--- src/rtl/data_sink.sv ---
// data_sink: 16x4 write store with a written mask, streamed out on request as 16 beats.
// Optional checksum output enabled by defining DATA_SINK_CHECKSUM_EN.
module data_sink (
  input  logic       clk,
  input  logic       rst,
  input  logic       ena_in,
  input  logic [3:0] addr_in,
  input  logic [3:0] data_in,
  input  logic       dump_req,
  output logic [3:0] dout,
  output logic [3:0] dout_addr,
  output logic       dout_valid,
  output logic       busy,
  output logic       filled,
  output logic [4:0] wr_count,
  output logic       dropped
`ifdef DATA_SINK_CHECKSUM_EN
  ,
  output logic [7:0] checksum
`endif
);

  localparam logic IDLE = 1'b0;
  localparam logic DUMP = 1'b1;

  logic        state_q,     state_d;
  logic [3:0]  store_q [16];
  logic [3:0]  store_d [16];
  logic [15:0] mask_q,      mask_d;
  logic [4:0]  wr_count_q,  wr_count_d;
  logic [3:0]  dout_q,      dout_d;
  logic [3:0]  dout_addr_q, dout_addr_d;
  logic        dropped_q,   dropped_d;
  logic        wr_acc;
`ifdef DATA_SINK_CHECKSUM_EN
  logic [7:0]  checksum_q,  checksum_d;
`endif

  assign wr_acc = (state_q == IDLE) && ena_in;

  always_comb begin
    state_d     = state_q;
    store_d     = store_q;
    mask_d      = mask_q;
    wr_count_d  = wr_count_q;
    dout_d      = dout_q;
    dout_addr_d = dout_addr_q;
    dropped_d   = dropped_q;
`ifdef DATA_SINK_CHECKSUM_EN
    checksum_d  = checksum_q;
`endif

    if (wr_acc) begin
      store_d[addr_in] = data_in;
      mask_d[addr_in]  = 1'b1;
      if (!mask_q[addr_in]) begin
        wr_count_d = wr_count_q + 5'd1;
      end
`ifdef DATA_SINK_CHECKSUM_EN
      checksum_d = checksum_q + {4'b0000, data_in};
`endif
    end

    case (state_q)
      IDLE: begin
        if (dump_req) begin
          state_d     = DUMP;
          dropped_d   = 1'b0;
          dout_addr_d = '0;
          // beat 0 reads the post-write store so a same-cycle write to addr 0 is visible
          dout_d      = store_d[0];
        end
      end
      default: begin
        if (ena_in) begin
          dropped_d = 1'b1;
        end
        // dout_addr_q doubles as the beat index while dumping
        if (dout_addr_q == 4'd15) begin
          state_d    = IDLE;
          mask_d     = '0;
          wr_count_d = '0;
`ifdef DATA_SINK_CHECKSUM_EN
          checksum_d = '0;
`endif
        end else begin
          dout_addr_d = dout_addr_q + 4'd1;
          dout_d      = store_q[dout_addr_q + 4'd1];
        end
      end
    endcase
  end

  always_ff @(posedge clk or posedge rst) begin
    if (rst) begin
      state_q     <= IDLE;
      store_q     <= '{default: '0};
      mask_q      <= '0;
      wr_count_q  <= '0;
      dout_q      <= '0;
      dout_addr_q <= '0;
      dropped_q   <= 1'b0;
`ifdef DATA_SINK_CHECKSUM_EN
      checksum_q  <= '0;
`endif
    end else begin
      state_q     <= state_d;
      store_q     <= store_d;
      mask_q      <= mask_d;
      wr_count_q  <= wr_count_d;
      dout_q      <= dout_d;
      dout_addr_q <= dout_addr_d;
      dropped_q   <= dropped_d;
`ifdef DATA_SINK_CHECKSUM_EN
      checksum_q  <= checksum_d;
`endif
    end
  end

  assign dout       = dout_q;
  assign dout_addr  = dout_addr_q;
  assign dout_valid = (state_q == DUMP);
  assign busy       = (state_q == DUMP);
  assign wr_count   = wr_count_q;
  assign filled     = (wr_count_q == 5'd16);
  assign dropped    = dropped_q;
`ifdef DATA_SINK_CHECKSUM_EN
  assign checksum   = checksum_q;
`endif

endmodule

--- config.mk ---
export PLATFORM = sky130hd
export DESIGN_NAME = data_sink
export DESIGN_NICKNAME = d
export VERILOG_FILES = /design/src/rtl/data_sink.sv
export SDC_FILE = /design/constraint.sdc
export NUM_CORES = 1
export LEC_CHECK = 0
export CAP_MARGIN = 20
export CORE_ASPECT_RATIO = 0.8
export CORE_MARGIN = 10
export CORE_UTILIZATION = 55
export CTS_BUF_LIST = sky130_fd_sc_hd__clkbuf_4 sky130_fd_sc_hd__clkbuf_8
export DETAILED_ROUTE_END_ITERATION = 8
export GPL_TIMING_DRIVEN = 0
export PLACE_DENSITY = 0.77
export SETUP_SLACK_MARGIN = 0.02
export SYNTH_ARGS = -nofsm -noshare
export SYNTH_HDL_FRONTEND = slang
export SYNTH_SLANG_ARGS = --single-unit
--- constraint.sdc ---
create_clock -name clk -period 3.3 [get_ports clk]
set_input_delay 0.66 -clock clk [delete_from_list [all_inputs] [get_ports clk]]
set_output_delay 0.66 -clock clk [all_outputs]
set_load 0.02 [all_outputs]
# ---- Yosys cells after proc, flatten, opt, wreduce, memory -nomap -nowiden
# Index checks and enable logic that the tools add are counted.
dict set report word_totals {
  output_inout_bits 17
  elab_cells 73
  regBits 95
  in_bits 12
}
dict set report op_classes {
  n_lt_le_gt_ge 5
  mux 30
  bitwise_logic 4
  reduce_logical 6
  eq_ne 4
  addsub 2
}
# cell n
set op_table {}
lappend op_table {{bitwise mux 64 bit} 1}
lappend op_table {{two-way mux 64 bit} 1}
lappend op_table {{two-way mux 16 bit} 3}
lappend op_table {{two-way mux 4 bit} 9}
lappend op_table {{two-way mux 5 bit} 4}
lappend op_table {{binary-select mux 4 bit (select 4 bit)} 1}
lappend op_table {{demux 4 bit (select 4 bit)} 1}
lappend op_table {{OR 16 bit} 1}
lappend op_table {{greater-or-equal comparator 5 bit (second input constant)} 2}
lappend op_table {{inverter 4 -> 5 bit} 2}
lappend op_table {{two-way mux 1 bit} 8}
lappend op_table {{adder 5 x 1 -> 5 bit (second input constant)} 1}
lappend op_table {{== test 5 bit (second input constant)} 1}
lappend op_table {{less-than comparator 4 x 5 -> 1 bit (second input constant)} 1}
lappend op_table {{less-than comparator 5 x 1 -> 1 bit (second input constant)} 1}
lappend op_table {{adder 4 x 1 -> 4 bit (second input constant)} 1}
lappend op_table {{binary-select mux 1 bit (select 4 bit)} 1}
lappend op_table {{demux 1 bit (select 4 bit)} 1}
lappend op_table {{== test 4 bit (second input constant)} 1}
lappend op_table {{greater-or-equal comparator 4 x 1 -> 1 bit (second input constant)} 1}
lappend op_table {{!= test 2 bit (second input constant)} 2}
lappend op_table {{AND reduction 2 bit} 2}
lappend op_table {{logical AND 1 bit} 3}
lappend op_table {{nonzero test 2 bit} 1}
lappend op_table {{inverter 1 bit} 1}

# ---- Depth between registers and ports, before layout
dict set report depth {
  depth_word 9
  ltp_mapped 7
  depth_no_buf 6
}

# ---- Least setup slack after synthesis
# Ideal clock, no wire load.
dict set report synth_timing {
  kind {in2reg}
  startpoint {input addr_in[0]}
  endpoint {register wr_count_q[1], in the netlist wr_count[1]}
  setup_time_ps 128
  stages 6
  t_required_ps 3172
  setup_slack_ps 1177
  path_buffers 2
  arrival_time_ps 1995
  path_cell_list {buf_6 -> buf_12 -> mux2i_1 -> mux4_2 -> a22oi_2 -> mux2_1}
}
dict set report synth_between {
  elab_chain_len 6
}
# element line
set synth_lines {}
lappend synth_lines {{start, declared} 7} ;# input logic [3:0] addr_in,
lappend synth_lines {{binary-select mux 1 bit (select 4 bit) *} 56} ;# if (!mask_q[addr_in]) begin
lappend synth_lines {{two-way mux 1 bit (implied by the code) *} 56}
lappend synth_lines {{two-way mux 5 bit *} 56}
lappend synth_lines {{two-way mux 5 bit *} 53} ;# if (wr_acc) begin
lappend synth_lines {{two-way mux 5 bit} 79} ;# if (dout_addr_q == 4'd15) begin
lappend synth_lines {{two-way mux 5 bit *} 64} ;# case (state_q)
lappend synth_lines {{named net wr_count_d[1]} 30} ;# logic [4:0] wr_count_q, wr_count_d;
lappend synth_lines {{end signal, assigned} 110} ;# wr_count_q <= wr_count_d;
lappend synth_lines {{end, declared} 30}
# Mark *: on every way through the listed nets, which the timed path passes. The rest lies on a longest branch. The select of a mux whose other input is x is not followed.
# A chain may end at the register's enable or synchronous reset.

# ---- Final worst setup path
dict set report layout_timing {
  startpoint {register dout_addr_q[1], in the netlist dout_addr[1]}
  endpoint {register dout_q[2], in the netlist dout[2]}
}
dict set report layout_between {
  elab_chain_len 7
  elab_cells_between_ends 10
  classes_between {add/sub (1); eq/ne (2); mux (5); bitwise (1); reduce/logical (1)}
}
# element line
set layout_lines {}
lappend layout_lines {{start, declared} 32} ;# logic [3:0] dout_addr_q, dout_addr_d;
lappend layout_lines {{start signal, assigned} 112} ;# dout_addr_q <= dout_addr_d;
lappend layout_lines {{adder 4 x 1 -> 4 bit} 88} ;# dout_d = store_q[dout_addr_q + 4'd1];
lappend layout_lines {{inverter 4 -> 5 bit (implied by the code)} 88}
lappend layout_lines {{binary-select mux 4 bit (select 4 bit)} 88}
lappend layout_lines {{two-way mux 4 bit (implied by the code) (2 in series)} 88}
lappend layout_lines {{two-way mux 4 bit} 79}
lappend layout_lines {{two-way mux 4 bit} 64}
lappend layout_lines {{end signal, assigned} 111} ;# dout_q <= dout_d;
lappend layout_lines {{end, declared} 31} ;# logic [3:0] dout_q, dout_d;
# Several ways; a longest one is shown, not always the timed one. The select of a mux whose other input is x is not followed.

==> results.toml <==
[setup_path]
setup.worst_path.start = "dout_addr[1]"
r2r_cells = 7
r2r_slack_ns = 0.63
r2r-end = "dout[2]"
r2r_start = "dout_addr[1]"
cp.arrival_ns = 2.91
cp.required_ns = 3.54
critical_path.endpoint_type = "flip-flop"
worstSetupPathType = "flip-flop to flip-flop"
critPathCapture = "dout[2]"
critPathLaunchType = "flip-flop"
critPathMaxFanout = 10

[run]
maxCapViolations = 0

[clock_network]
cts.clk_slew.worst_paths_ns = 0.09
postCtsHoldBufs = 0
clock_latency_ns = 0.36
postCtsSetupRepairBufs = 0
root_buffer = "clkbuf_8"
tritoncts = "yes"
clkSinkCount = 95
cts_inserted_buffers = 9
cts_resized = 0
h-tree-depth = 3
clk_path_buf_depth = 2

[power_and_ir_drop]
p_int_mw = 2.93
p_clk_share_pct = 19.4
switchingPower_mw = 1.52
seqPwrFrac_pct = 40.9
total_power_mw = 4.45
switching_share_pct = 34.3
combinationalPowerShare_pct = 39.7
irDropWorstVdd_uv = 515
p_per_area_nw_per_um2 = 860
leakage_nw = 2.45

[finish]
fin_util_pct = 65.1
antenna_cells = 0
area_growth_pct = 14.8
layout-drive-gt1-share_pct = 29.0
fin_nets = 399

[place]
portBuffers = 27
dp_slack_ns = 0.313
gp_congestion = 0.836
post-dp-hpwl_um = 6780

[yosys]
syn_area_per_cell_sq_um = 13.1
syn-cell-area_sq_um = 4510
ys_warn_count = 0
synth_most_common_cell = "dfrtp_1"
yosysUniqueCellTypes = 38
yosys.area.top_type = "dfrtp_1"
synthArstFlopShare_pct = 100
syn_nets = 360
synth-seq-cells = 95
synth_top_area_share_pct = 52.7
synth-seq-area-share_pct = 52.7
ys_top_cells_by_area = "dfrtp_1 (53%), mux2_2 (16%), mux4_2 (8.5%)"
synthCells = 345
synthTopCellsByCount = "dfrtp_1 (95), mux2_2 (64), nor2_1 (39), nand2_1 (23), mux2i_1 (19)"
synth_ff_type = "dfrtp_1"
synth_edf_count = 0

[timing]
setup_violations = 0
worstMarginPinSlew_ns = 0.900
slew_viol_final = 0
post-route-min-period_ns = 2.67
fin_crit_sh_pct = 80.9
worst_slack_ns = 0.629
hold_viol = 0
skew_ns = 0.0113
fmax_ghz = 0.374
rsz0062_at_grt = "no"
max_slew_margin_pct = 39.6

[die]
die_w_um = 121
die_h_um = 101
placement_rows = 29
top_level_ports = 29
start_util_pct = 56.7
die_area_sq_um = 12200
core-area_sq_um = 7950

[routing]
dr_total_vias = 2827
wl_um = 9380
drc = 0
routedWlPerCell_um = 18.9
routed_via_density = 5.69
dr.pass1.iters = 4
drt_first_iter_violations = 169
ant_nets = 0

[hold_path]
hp-class = "flip-flop to flip-flop"

[grt]
grt_pass1_vias = 2984
grt_pass1_wl_um = 15500
grt_max_degree = 77
grt_usage_pct = 16.2
met2_usage_pct = 24.2
grt_util_met3_pct = 4.65
grtUsageMet1_pct = 22.7
grt_overflow = 0
top_usage_layer = "met2"
antenna_found_initial = 0

[status]
status = "complete, no violations"
==> per-layer routing <==
metal | wire (um) | vias up | share of wire (%)
met3 | 517 | 9 | 5.5
met1 | 4480 | 1439 | 48
li1 | - | 1314 | -
met4 | 68 | 0 | 0.73
met2 | 4310 | 65 | 46
met5 | 0 | - | 0
==> layout by cell type, fill, tap and decap left out, types with 4 or more instances in the layout <==
cell             count
a21oi_1             14
a22o_1               4
buf_2                4
clkbuf_1            11
clkbuf_8            10
clkdlybuf4s50_1     27
dfrtp_1             95
inv_1                6
mux2_2              64
mux2i_1             19
mux4_2              17
nand2_1             23
nor2_1              39
nor2b_1              8
o22ai_1              4
==> stage by stage <==
step / area (sq um) / instances / hold slack (ns) / setup TNS (ns)
finish: 5170 / 497 / 0.506 / 0
global route: 5170 / 497 / 0.526 / 0
CTS: 5170 / 497 / 0.506 / 0
global placement: 4910 / 480 / 0.475 / -112.61
detailed placement: 4940 / 481 / 0.483 / 0
floorplan: 4510 / 345 / 0.459 / 0
==> critical path, stage by stage, from the launching register on <==
cell and delay (ns):
dfrtp_1 0.44, ha_1 0.29, buf_2 0.26, clkbuf_1 0.61
mux4_2 0.43, mux2i_1 0.31, a22o_1 0.19, nor2_1 0.04
==> area by class of cell <==
type | count | area (sq um)
buffer | 18 | 100
clock buffer | 11 | 145
clock inverter | 5 | 86.3
fill | 592 | 2770
inverter | 7 | 28.8
multi-input combinational | 225 | 2000
sequential | 95 | 2380
tap | 108 | 135
timing repair buffer | 28 | 298
==> logic make-up (layout without fill, tap and decap cells) <==
logic type	count (synthesis)	after routing	share of synthesized area [%]
and+or+nand+nor	85	85	9.11
DFF	95	95	52.7
AOI/OAI and AO/OA	33	33	4.75
buffers and inverters	25	69	2.80
xor gates and xnor gates	2	2	0.555
adders and majority gates	3	3	0.833
muxes	102	102	29.2
==> power by group through the flow <==
stage                     Combinational, mW  Clock (mW)  Sequential [mW]
after floorplan                        1.18           0             1.87
after global placement                 1.73           0             1.82
after detailed placement               1.78           0             1.84
after CTS                              1.78       0.885             1.82
after global routing                   1.94       0.930             1.87
final                                  1.77       0.865             1.82
==> how the worst min path moves through the flow <==
stage | endpoint | startpoint | slack, ns | depth (start not counted)
after floorplan | mask_q[14] | mask_q[14] | 0.46 | 2
after global placement | mask_q[14] | mask_q[14] | 0.47 | 2
after detailed placement | mask_q[0] | mask_q[0] | 0.48 | 2
after CTS | mask_q[0] | mask_q[0] | 0.51 | 2
after global routing | mask_q[11] | mask_q[11] | 0.53 | 2
final | mask_q[8] | mask_q[8] | 0.51 | 2
No activity file was read; power rests on OpenSTA's default activity.
